==> config.mk <==
export PLATFORM = sky130hd
export DESIGN_NAME = nor_4b_bist
export DESIGN_NICKNAME = d
export VERILOG_FILES = /design/src/rtl/nor_4b_bist_pkg.sv /design/src/rtl/nor_4b_exp_pipe.sv /design/src/rtl/nor_4b_bist.sv
export SDC_FILE = /design/constraint.sdc
export NUM_CORES = 1
export LEC_CHECK = 0
export CELL_PAD_IN_SITES_DETAIL_PLACEMENT = 1
export CELL_PAD_IN_SITES_GLOBAL_PLACEMENT = 2
export CORE_AREA = 2 2 75 77
export CTS_CLUSTER_DIAMETER = 200
export DETAILED_ROUTE_END_ITERATION = 6
export DIE_AREA = 0 0 77 79
export PLACE_DENSITY_LB_ADDON = 0.3
export SKIP_CTS_REPAIR_TIMING = 1
export SYNTH_ARGS = -nofsm -noshare
export SYNTH_HDL_FRONTEND = slang
export SYNTH_SLANG_ARGS = --single-unit
==> constraint.sdc <==
create_clock -name clk -period 2.9 [get_ports clk]
set_input_delay 0.29 -clock clk [delete_from_list [all_inputs] [get_ports clk]]
set_output_delay 0.29 -clock clk [all_outputs]
set_load 0.005 [all_outputs]
==> src/rtl/nor_4b_bist_pkg.sv <==
// Shared types and constants for the nor_4b stimulus-and-check engine.
package nor_4b_bist_pkg;

  typedef enum logic [1:0] {
    IDLE,
    RUN,
    DRAIN,
    DONE
  } state_t;

  localparam int VEC_W   = 8;
  localparam int OP_W    = 4;
  localparam int LAT_MAX = 3;

  // One in-flight check: the vector that was applied and the NOR it should produce.
  typedef struct packed {
    logic            vld;
    logic [OP_W-1:0] x;
    logic [OP_W-1:0] y;
    logic [OP_W-1:0] o;
  } exp_t;

endpackage

==> src/rtl/nor_4b_exp_pipe.sv <==
// Delay line that lines up each applied vector with the DUT result it produces.
// Zero depth collapses to a wire for a purely combinational DUT.
module nor_4b_exp_pipe
  import nor_4b_bist_pkg::*;
#(
  parameter int DUT_LAT = 0
) (
  input  logic clk,
  input  logic rst_n,
  input  exp_t din,
  output exp_t dout
);

  generate
    if (DUT_LAT == 0) begin : g_pass
      logic unused_pass;
      assign unused_pass = ^{clk, rst_n};
      assign dout = din;
    end else begin : g_dly
      logic                vld_p [DUT_LAT];
      logic [3*OP_W-1:0]   dat_p [DUT_LAT];

      // Valid flags are cleared on reset so no stale vector is ever checked.
      always_ff @(posedge clk) begin
        if (!rst_n) begin
          for (int i = 0; i < DUT_LAT; i++) vld_p[i] <= 1'b0;
        end else begin
          vld_p[0] <= din.vld;
          for (int i = 1; i < DUT_LAT; i++) vld_p[i] <= vld_p[i-1];
        end
      end

      // Payload shifts unconditionally; it is only meaningful alongside its valid.
      always_ff @(posedge clk) begin
        dat_p[0] <= {din.x, din.y, din.o};
        for (int i = 1; i < DUT_LAT; i++) dat_p[i] <= dat_p[i-1];
      end

      assign dout = {vld_p[DUT_LAT-1], dat_p[DUT_LAT-1]};
    end
  endgenerate

endmodule

==> src/rtl/nor_4b_bist.sv <==
// Sweeps all 256 (x,y) operand pairs through a 4-bit NOR cell, compares each
// result against ~(x|y) and reports mismatch count, first failing vector and pass.
module nor_4b_bist
  import nor_4b_bist_pkg::*;
#(
  parameter int DUT_LAT = 0,
  parameter int CNT_W   = 9
) (
  input  logic             clk,
  input  logic             rst_n,
  input  logic             start,
  output logic [3:0]       dut_x,
  output logic [3:0]       dut_y,
  input  logic [3:0]       dut_o,
  output logic             busy,
  output logic             done,
  output logic             pass,
  output logic [CNT_W-1:0] err_count,
  output logic [3:0]       first_fail_x,
  output logic [3:0]       first_fail_y
);

  localparam int DRN_W = $clog2(LAT_MAX + 1);

  state_t           state;
  logic [VEC_W-1:0] vec;
  logic [DRN_W-1:0] drain_cnt;
  exp_t             push;
  exp_t             chk;
  logic             miss;
  logic [CNT_W-1:0] err_nxt;

  function automatic logic [CNT_W-1:0] sat_inc(input logic [CNT_W-1:0] v);
    return (&v) ? v : v + 1'b1;
  endfunction

  assign dut_x = vec[VEC_W-1:OP_W];
  assign dut_y = vec[OP_W-1:0];

  assign push.vld = (state == RUN);
  assign push.x   = dut_x;
  assign push.y   = dut_y;
  assign push.o   = ~(dut_x | dut_y);

  nor_4b_exp_pipe #(.DUT_LAT(DUT_LAT)) u_pipe (
    .clk  (clk),
    .rst_n(rst_n),
    .din  (push),
    .dout (chk)
  );

  // Case inequality makes an X/Z on dut_o a miss in simulation; hardware sees plain !=.
  always_comb begin
    miss    = chk.vld && (dut_o !== chk.o);
    err_nxt = miss ? sat_inc(err_count) : err_count;
  end

  // Sequencer: vector counter, drain timer, result capture and status flags.
  always_ff @(posedge clk) begin
    if (!rst_n) begin
      state        <= IDLE;
      vec          <= '0;
      drain_cnt    <= '0;
      busy         <= 1'b0;
      done         <= 1'b0;
      pass         <= 1'b0;
      err_count    <= '0;
      first_fail_x <= '0;
      first_fail_y <= '0;
    end else begin
      err_count <= err_nxt;
      if (miss && (err_count == '0)) begin
        first_fail_x <= chk.x;
        first_fail_y <= chk.y;
      end
      case (state)
        IDLE, DONE: begin
          if (start) begin
            state        <= RUN;
            vec          <= '0;
            busy         <= 1'b1;
            done         <= 1'b0;
            pass         <= 1'b0;
            err_count    <= '0;
            first_fail_x <= '0;
            first_fail_y <= '0;
          end
        end
        RUN: begin
          if (vec == '1) begin
            if (DUT_LAT > 0) begin
              state     <= DRAIN;
              drain_cnt <= '0;
            end else begin
              state <= DONE;
              busy  <= 1'b0;
              done  <= 1'b1;
              pass  <= (err_nxt == '0);
            end
          end else begin
            vec <= vec + 1'b1;
          end
        end
        DRAIN: begin
          if (drain_cnt == DRN_W'(DUT_LAT - 1)) begin
            state <= DONE;
            busy  <= 1'b0;
            done  <= 1'b1;
            pass  <= (err_nxt == '0);
          end else begin
            drain_cnt <= drain_cnt + 1'b1;
          end
        end
        default: state <= IDLE;
      endcase
    end
  end

endmodule

==> results of run 1 <==
how the worst min path moves through the flow:
stage                    startpoint               to  slack [ns]  cells after the start
finish              first_fail_x[3]  first_fail_x[3]        0.52                      2
CTS                 first_fail_y[0]  first_fail_y[0]        0.52                      2
detailed placement  first_fail_y[0]  first_fail_y[0]        0.50                      2
global route        first_fail_x[1]  first_fail_x[1]        0.54                      2
global placement           state[0]         state[0]        0.48                      1
floorplan                  state[0]         state[0]        0.47                      1
cells in the mapped netlist (4+ instances only):
cell / n / area (um2)
a21oi_1: 6 / 30.0
and3_1: 4 / 25.0
dfxtp_1: 31 / 621
ha_1: 6 / 75.1
inv_1: 7 / 26.3
mux2i_1: 11 / 110
nand2_1: 9 / 33.8
nand2b_1: 4 / 25.0
nand3_1: 7 / 35.0
nand4_1: 4 / 25.0
nor2_1: 24 / 90.1
o21ai_0: 5 / 25.0
or3_1: 4 / 25.0
xnor2_1: 4 / 35.0
xor2_1: 6 / 52.6
flip-flops by register name, indices dropped and copies added (netlist names):
register and cells:
busy 1, done 1, drain_cnt 2, err_count 9, first_fail_x 4, first_fail_y 4
pass 1, state 1, vec 8
power groups by stage:
| stage | Clock (mW) | Sequential, mW | Combinational [mW] |
|---|---|---|---|
| after detailed placement | 0 | 0.519 | 0.485 |
| after CTS | 0.464 | 0.509 | 0.486 |
| after floorplan | 0 | 0.510 | 0.370 |
| after global routing | 0.479 | 0.515 | 0.532 |
| after global placement | 0 | 0.514 | 0.466 |
| final | 0.448 | 0.508 | 0.480 |
routing by layer:
| metal | share of wire, % | vias to the layer above | track usage (%) |
|---|---|---|---|
| li1 | - | 715 | - |
| met3 | 4.6 | 10 | 4.09 |
| met5 | 0 | - | 0 |
| met1 | 45 | 711 | 17.1 |
| met4 | 2.0 | 0 | 7.14 |
| met2 | 48 | 37 | 27.4 |
cell type report:
| cell class | instances | area [um2] | area share, % |
|---|---|---|---|
| Clock buffer | 6 | 82.6 | 3.84 |
| Multi-Input combinational cell | 136 | 957 | 44.5 |
| Timing Repair Buffer | 34 | 340 | 15.8 |
| Tap cell | 72 | 90.1 | 4.19 |
| Clock inverter | 2 | 35.0 | 1.63 |
| Inverter | 7 | 26.3 | 1.22 |
| Sequential cell | 31 | 621 | 28.8 |
through the flow:
stage	area (um2)	util, %	cells
3_5_place_dp	2030	38.1	280
2_1_floorplan	1670	-	183
6_report	2150	40.3	288
3_3_place_gp	2030	38.1	280
4_1_cts	2150	40.3	288
5_1_grt	2150	40.3	288
kinds of logic after synthesis:
family	Yosys count	synth area share, %
compound gates	30	13.1
xor+xnor	10	5.25
fa+ha+maj	6	4.50
buf+inv	16	5.40
flops	31	37.2
mux	12	7.28
simple gates	78	27.3
worst max-delay path: stages (launching register included):
cell and delay [ns]:
dfxtp_1 0.46, ha_1 0.27, and4_1 0.43, nand3_4 0.15, a311o_1 0.38, a311o_1 0.27
o31ai_2 0.16
==> qor.csv, run 1 <==
stage,metric,value,unit
route,drc,0,
finish,final_cell_mix,"clkdlybuf4s50_1 (34), dfxtp_1 (31), nor2_1 (24), mux2i_1 (11), nand2_1 (9)",
finish,drive_gt1_share,8.80,%
die,core-area,5340,um2
sta,fin_crit,2.20,ns
sta,slew_headroom,59.4,%
worst_setup_path,reg2reg_slack,0.70,ns
sta,fmax,455,MHz
yosys,yosysSeqAreaShare,37.2,%
yosys,syn_nets,196,
sta,hold_violations,0,
die,rows,27,
route,wl_per_cell,15.0,um
yosys,async_reset_ff_share,0,%
global_route,grt_pass1_wl,7.39,mm
worst_setup_path,critical_path.startpoint_type,flop,
clock_tree,cts_sinks,31,
global_route,antenna_found_initial,0,
worst_setup_path,endpoint_kind,flop,
global_route,grt_pass1_vias,1588,
sta,setup_slack,0.702,ns
route,vias,1473,
die,die_height,79,um
sta,finalSetupViolations,0,
worst_setup_path,crit_required,3.11,ns
outcome,status,"complete, no violations",
worst_setup_path,critPathMaxFanout,9,
clock_tree,path_clk_slew,0.07,ns
route,routed_wl,4.33,mm
yosys,synth.cell_area,1670,um2
pwr,pwr-share-seq,35.4,%
clock_tree,insertion_delay,0.28,ns
pwr,peakVddDrop,240,uV
route,drt_pass1_iterations,4,
sta,final.period_utilization,75.8,%
yosys,synth_ff_type,dfxtp_1,
sta,worstMarginPinSlew,0.608,ns
clock_tree,cts-buffers-inserted,5,
worst_setup_path,r2r_cells,6,
yosys,yosysUniqueCellTypes,46,
sta,skew,0.00421,ns
placed_design,gp_congestion,0.766,
pwr,total_power,1.44,mW
pwr,pwr-share-comb,33.4,%
route,drt_iter0_drc,59,
die,die_area,6080,um2
die,ioPinCount,35,
finish,layout_commonest_cell,clkdlybuf4s50_1,
route,drt-vias-per-instance,5.11,
pwr,p_switching,0.473,mW
worst_setup_path,worstSetupPathType,flop to flop,
global_route,grt_max_degree,18,
finish,area_growth,29.0,%
clock_tree,htreeDepth,2,
yosys,synth-seq-cells,31,
pwr,switching_share,32.9,%
pwr,p_clk_share,31.2,%
route,final_antenna_net_count,0,
yosys,synth_warnings,0,
placed_design,dpl.hpwl,3.27,mm
clock_tree,clockBufferDepth,2,
sta,holdWs,0.515,ns
finish,diodes,0,
sta,maxSlewViolCount,0,
yosys,synth-edff-count,0,
worst_setup_path,r2r_end,pass,
placed_design,port_buffers,34,
clock_tree,cts_tree,yes,
pwr,p_per_area,668,nW/um2
die,initial_core_util,31.2,%
sta,rsz0062_at_grt,no,
worst_setup_path,critPathLaunch,err_count[0],
pwr,p_int,0.964,mW
clock_tree,cts-root-buf,clkbuf_8,
sta,tns,0,ns
worst_setup_path,critical_path.endpoint,pass,
worst_setup_path,cp.arrival,2.41,ns
yosys,syn_avg_cell_area,9.11,um2
finish,fillers,646,
global_route,track_usage,15.3,%
pwr,power_leakage,0.805,nW
finish,fin_nets,228,
placed_design,place_ws,0.664,ns
global_route,gr-total-overflow,0,
hold_path,hold_path_class,flop to flop,
worst_setup_path,r2r-start,err_count[0],
die,die_w,77,um
flow_run,maxCapViolations,0,
yosys,synthCells,183,
Power figures use the tool's default switching activity.
==> run 2: changes to the inputs <==
Settings changed: CORE_AREA 2 2 75 77 to 2 2 78 80, DIE_AREA 0 0 77 79 to 0 0 80 82.
Clock period 2.9 ns to 2.1 ns, I/O delays scaled along.
==> run 2 against run 1 <==
Clock-buffer cell count unchanged. Maximum frequency is 12% higher. Routed wire length rose by 7.2%. Clock skew increased by 0.0037 ns. Clock power up 36%. Register-to-register slack worse by 0.57 ns. Utilization rose by 0.14 points. Worst hold slack lost 0.016 ns. Global-route usage up 0.36 points. Die area grew 7.8%. Via count rose by 3.6%. First-iteration DRC count shrank 46%. Critical endpoint unchanged.
==> qor.csv, run 2 (synthesized netlist as in run 1, its figures left out) <==
stage,metric,value,unit
outcome,status,"complete, no violations",
sta,slew_headroom,68.2,%
finish,fillers,700,
route,drt-vias-per-instance,4.91,
die,die_w,80,um
route,drt_iter0_drc,32,
global_route,antenna_found_initial,0,
placed_design,dpl.hpwl,3.48,mm
global_route,grt_pass1_vias,1629,
sta,final.period_utilization,93.7,%
worst_setup_path,crit_required,2.30,ns
clock_tree,cts_tree,yes,
die,core-area,5750,um2
placed_design,place_ws,0.0191,ns
global_route,grt_max_degree,13,
die,die_area,6560,um2
die,initial_core_util,29.0,%
worst_setup_path,critical_path.startpoint_type,flop,
flow_run,maxCapViolations,0,
clock_tree,insertion_delay,0.28,ns
route,drt_pass1_iterations,4,
route,final_antenna_net_count,0,
finish,regMostFlops,err_count,
finish,stdcell_count,311,
sta,maxSlewViolCount,0,
clock_tree,cts-root-buf,clkbuf_8,
worst_setup_path,worstSetupPathType,flop to flop,
finish,drive_gt1_share,18.6,%
clock_tree,cts-buffers-inserted,5,
global_route,gr-total-overflow,0,
pwr,p_per_area,883,nW/um2
finish,reg_top3,"err_count (9), vec (8)",
finish,largest_reg_flops,9,
finish,layout_commonest_cell,clkdlybuf4s50_1,
sta,hold_violations,0,
sta,fin_crit,1.97,ns
worst_setup_path,critPathMaxFanout,7,
placed_design,port_buffers,34,
sta,finalSetupViolations,0,
die,die_height,82,um
finish,final_cell_mix,"clkdlybuf4s50_1 (34), dfxtp_1 (28), nor2_1 (24), buf_4 (20), mux2i_1 (11)",
sta,setup_slack,0.132,ns
route,vias,1526,
sta,worstMarginPinSlew,0.474,ns
global_route,grt_pass1_wl,7.87,mm
route,wl_per_cell,14.9,um
clock_tree,cts_sinks,31,
route,drc,0,
placed_design,gp_congestion,0.727,
finish,area_growth,39.4,%
global_route,track_usage,15.7,%
clock_tree,path_clk_slew,0.07,ns
finish,ff_latch_area,624,um2
route,routed_wl,4.64,mm
clock_tree,clockBufferDepth,2,
pwr,power_leakage,0.916,nW
clock_tree,htreeDepth,2,
sta,skew,0.00794,ns
worst_setup_path,endpoint_kind,flop,
die,rows,28,
die,ioPinCount,35,
finish,fin_nets,248,
sta,fmax,508,MHz
hold_path,hold_path_class,flop to flop,
pwr,peakVddDrop,418,uV
finish,diodes,0,
placed_design,dp.cells,303,
worst_setup_path,cp.arrival,2.16,ns
finish,multi_input_area,972,um2
==> run 2: cell count changes in the layout (fill, tap and decap cells not counted), sizes merged <==
cell  delta
buf     +20
==> run 2: worst paths after layout <==
check / cells after the start / to / slack (ns) / startpoint
setup / recovery: 6 / pass / 0.13 / vec[5]
hold / removal: 2 / first_fail_y[1] / 0.50 / first_fail_y[1]
setup reg to reg: 6 / pass / 0.13 / vec[5]
hold reg to reg: 2 / first_fail_y[1] / 0.50 / first_fail_y[1]
==> run 2: final cells by class <==
cell class                      instances  area share [%]
Multi-Input combinational cell        136            41.8
Sequential cell                        31            26.9
Timing Repair Buffer                   54            21.1
Tap cell                               75            4.04
Clock buffer                            6            3.55
Clock inverter                          2            1.51
Inverter                                7            1.13
==> run 2: power by group <==
group	internal (mW)	total (mW)	switching [mW]
clock	0.384	0.611	0.227
combinational	0.367	0.755	0.388
sequential	0.645	0.687	0.0421
total	1.40	2.05	0.658
==> run 2: metal layers <==
layer	track usage [%]	up-vias	wire, um
met3	3.52	9	151
met5	0	-	0
met2	26.2	31	2200
met1	19.6	731	2180
met4	6.61	0	102
li1	-	755	-
==> run 2: worst max-delay path, stage by stage, from the launching register on <==
cell and delay, ns:
dfxtp_1 0.47, nand4_1 0.25, o21ai_2 0.22, nand4b_1 0.15
a311o_1 0.34, a311o_1 0.28, o31ai_2 0.18
==> run 2: through the flow <==
step / util, % / total power [mW] / TNS (ns) / area (um2) / hold slack (ns)
final: 40.5 / 2.05 / 0 / 2320 / 0.499
after global routing: 40.5 / 2.21 / -0.0248 / 2320 / 0.535
after CTS: 40.1 / 2.05 / 0 / 2310 / 0.506
after detailed placement: 38.1 / 1.43 / 0 / 2190 / 0.489
after global placement: 38.1 / 1.42 / 0 / 2190 / 0.480
after floorplan: - / 1.22 / 0 / 1670 / 0.466
==> run 3: changes to the inputs <==
--- a/config.mk
+++ b/config.mk
@@ -6,4 +6,5 @@
 export NUM_CORES = 1
 export LEC_CHECK = 0
+export ABC_CLOCK_PERIOD_IN_PS = 2000
 export CELL_PAD_IN_SITES_DETAIL_PLACEMENT = 1
 export CELL_PAD_IN_SITES_GLOBAL_PLACEMENT = 2
==> constraint.sdc (replaced) <==
create_clock -name clk -period 2 [get_ports clk]
set_input_delay 0.5 -clock clk [delete_from_list [all_inputs] [get_ports clk]]
set_output_delay 0.5 -clock clk [all_outputs]
set_load 0.005 [all_outputs]
==> run 3 against run 2 <==
Flip-flop and latch count stayed put. Cell count grew 5.1%. Largest power group unchanged. Via count grew 5.9%. Worst hold slack better by 0.0033 ns. Sequential power up 5.8%. Utilization rose by 3.5 points.
==> qor.csv, run 3 (synthesized netlist as in run 1, its figures left out) <==
stage,metric,value,unit
global_route,grt_pass1_wl,7.91,mm
sta,finalSetupViolations,0,
pwr,power_leakage,1.04,nW
pwr,p_per_area,924,nW/um2
die,initial_core_util,29.0,%
pwr,p_int,1.60,mW
die,core-area,5750,um2
global_route,track_usage,16.0,%
pwr,pwr-share-seq,31.1,%
worst_setup_path,critPathLaunch,vec[2],
clock_tree,cts_tree,yes,
sta,maxSlewViolCount,0,
finish,diodes,0,
global_route,antenna_found_initial,0,
route,routed_wl,4.95,mm
pwr,p_switching,0.738,mW
finish,reg_top3,"err_count (9), vec (8)",
placed_design,port_buffers,34,
die,ioPinCount,35,
pwr,pwr-share-comb,41.1,%
finish,drive_gt1_share,30.2,%
global_route,gr-total-overflow,0,
worst_setup_path,critPathMaxFanout,4,
die,die_w,80,um
clock_tree,clockBufferDepth,2,
clock_tree,insertion_delay,0.28,ns
clock_tree,htreeDepth,2,
worst_setup_path,cp_slowest_cell,dfxtp_1,
pwr,p_clk_share,27.8,%
sta,final.period_utilization,96.9,%
finish,regMostFlops,err_count,
finish,area_growth,51.5,%
sta,skew,0.00635,ns
worst_setup_path,crit_required,2.20,ns
finish,fillers,687,
worst_setup_path,cp.arrival,2.14,ns
die,die_area,6560,um2
route,final_antenna_net_count,0,
worst_setup_path,cpPeakStageDelay,0.40,ns
worst_setup_path,cpMostUsedCell,a311o_1,
die,rows,28,
worst_setup_path,path_cells,or3_4 -> nand4_4 -> o21a_4 -> a311o_1 -> a311o_1 -> o31ai_2,
flow_run,maxCapViolations,0,
worst_setup_path,path_delay_family,compound AO/OA/AOI/OAI gates,
route,drc,0,
placed_design,gp_congestion,0.783,
route,drt_iter0_drc,30,
finish,utilization,44.0,%
route,drt-vias-per-instance,4.94,
worst_setup_path,critical_path.startpoint_type,flop,
global_route,use_met1,20.1,%
route,wl_per_cell,15.1,um
finish,layout_commonest_cell,buf_4,
sta,holdWs,0.503,ns
sta,fmax,516,MHz
global_route,grt_max_degree,12,
worst_setup_path,endpoint_kind,flop,
outcome,status,"complete, no violations",
finish,final_cell_mix,"buf_4 (35), clkdlybuf4s50_1 (30), nor2_1 (24), dfxtp_1 (22), mux2i_1 (11)",
sta,fin_crit,1.94,ns
finish,largest_reg_flops,9,
worst_setup_path,r2r-start,vec[2],
pwr,switching_share,31.6,%
die,die_height,82,um
clock_tree,cts_sinks,31,
clock_tree,path_clk_slew,0.07,ns
clock_tree,cts-buffers-inserted,5,
sta,worstMarginPinSlew,0.482,ns
hold_path,worstHoldStart,state[0],
route,drt_pass1_iterations,4,
route,vias,1616,
global_route,grtUsageMet3,3.74,%
pwr,peakVddDrop,390,uV
worst_setup_path,worstSetupPathType,flop to flop,
clock_tree,cts-root-buf,clkbuf_8,
finish,fin_nets,264,
global_route,top_usage_layer,met2,
sta,hold_violations,0,
worst_setup_path,path_buf_inv,0,
global_route,use_met2,26.8,%
global_route,grt_pass1_vias,1579,
placed_design,dpl.hpwl,3.61,mm
sta,slew_headroom,67.4,%
hold_path,hold_path_class,flop to flop,
run 3: cell count changes in the layout (fill, tap and decap cells not counted), sizes merged:
cell / change
buf: +15
clkdlybuf4s50: -4
dlymetal6s2s: +4
o21a: +1
run 3: worst paths after layout:
kind               to  slack [ns]  depth (start not counted)
min          state[0]        0.50                          1
min reg2reg  state[0]        0.50                          1
max reg2reg      pass        0.06                          6
max              pass        0.06                          6
run 3: power groups by stage:
stage               Combinational [mW]  Clock, mW  Sequential, mW
detailed placement               0.875          0           0.735
floorplan                        0.537          0           0.739
finish                           0.961      0.648           0.727
global route                      1.06      0.700           0.735
global placement                 0.860          0           0.733
CTS                              0.885      0.669           0.722
run 3: final cells by class:
cell class                      instances  area, um2  share of cell area, %
Clock buffer                            6       82.6                   3.27
Multi-Input combinational cell        137       1040                   41.1
Inverter                                7       26.3                   1.04
Clock inverter                          2       35.0                   1.39
Sequential cell                        31        637                   25.2
Timing Repair Buffer                   69        613                   24.3
Tap cell                               75       93.8                   3.71
run 3: layer usage:
layer	vias to the layer above	share of wire, %
li1	792	-
met1	782	46
met2	34	49
met3	8	3.3
met4	0	1.6
met5	-	0
run 3: stage by stage:
| step | total power [mW] | setup slack [ns] | instance area, um2 | instances | setup TNS (ns) |
|---|---|---|---|---|---|
| 6_report | 2.34 | 0.0629 | 2530 | 327 | 0 |
| 5_1_grt | 2.49 | -0.0149 | 2530 | 327 | -0.0149 |
| 4_1_cts | 2.28 | -0.0699 | 2380 | 321 | -0.129 |
| 3_5_place_dp | 1.61 | -0.370 | 2260 | 313 | -3.96 |
| 3_3_place_gp | 1.59 | -0.314 | 2260 | 313 | -3.56 |
| 2_1_floorplan | 1.28 | 0.0396 | 1670 | 183 | 0 |
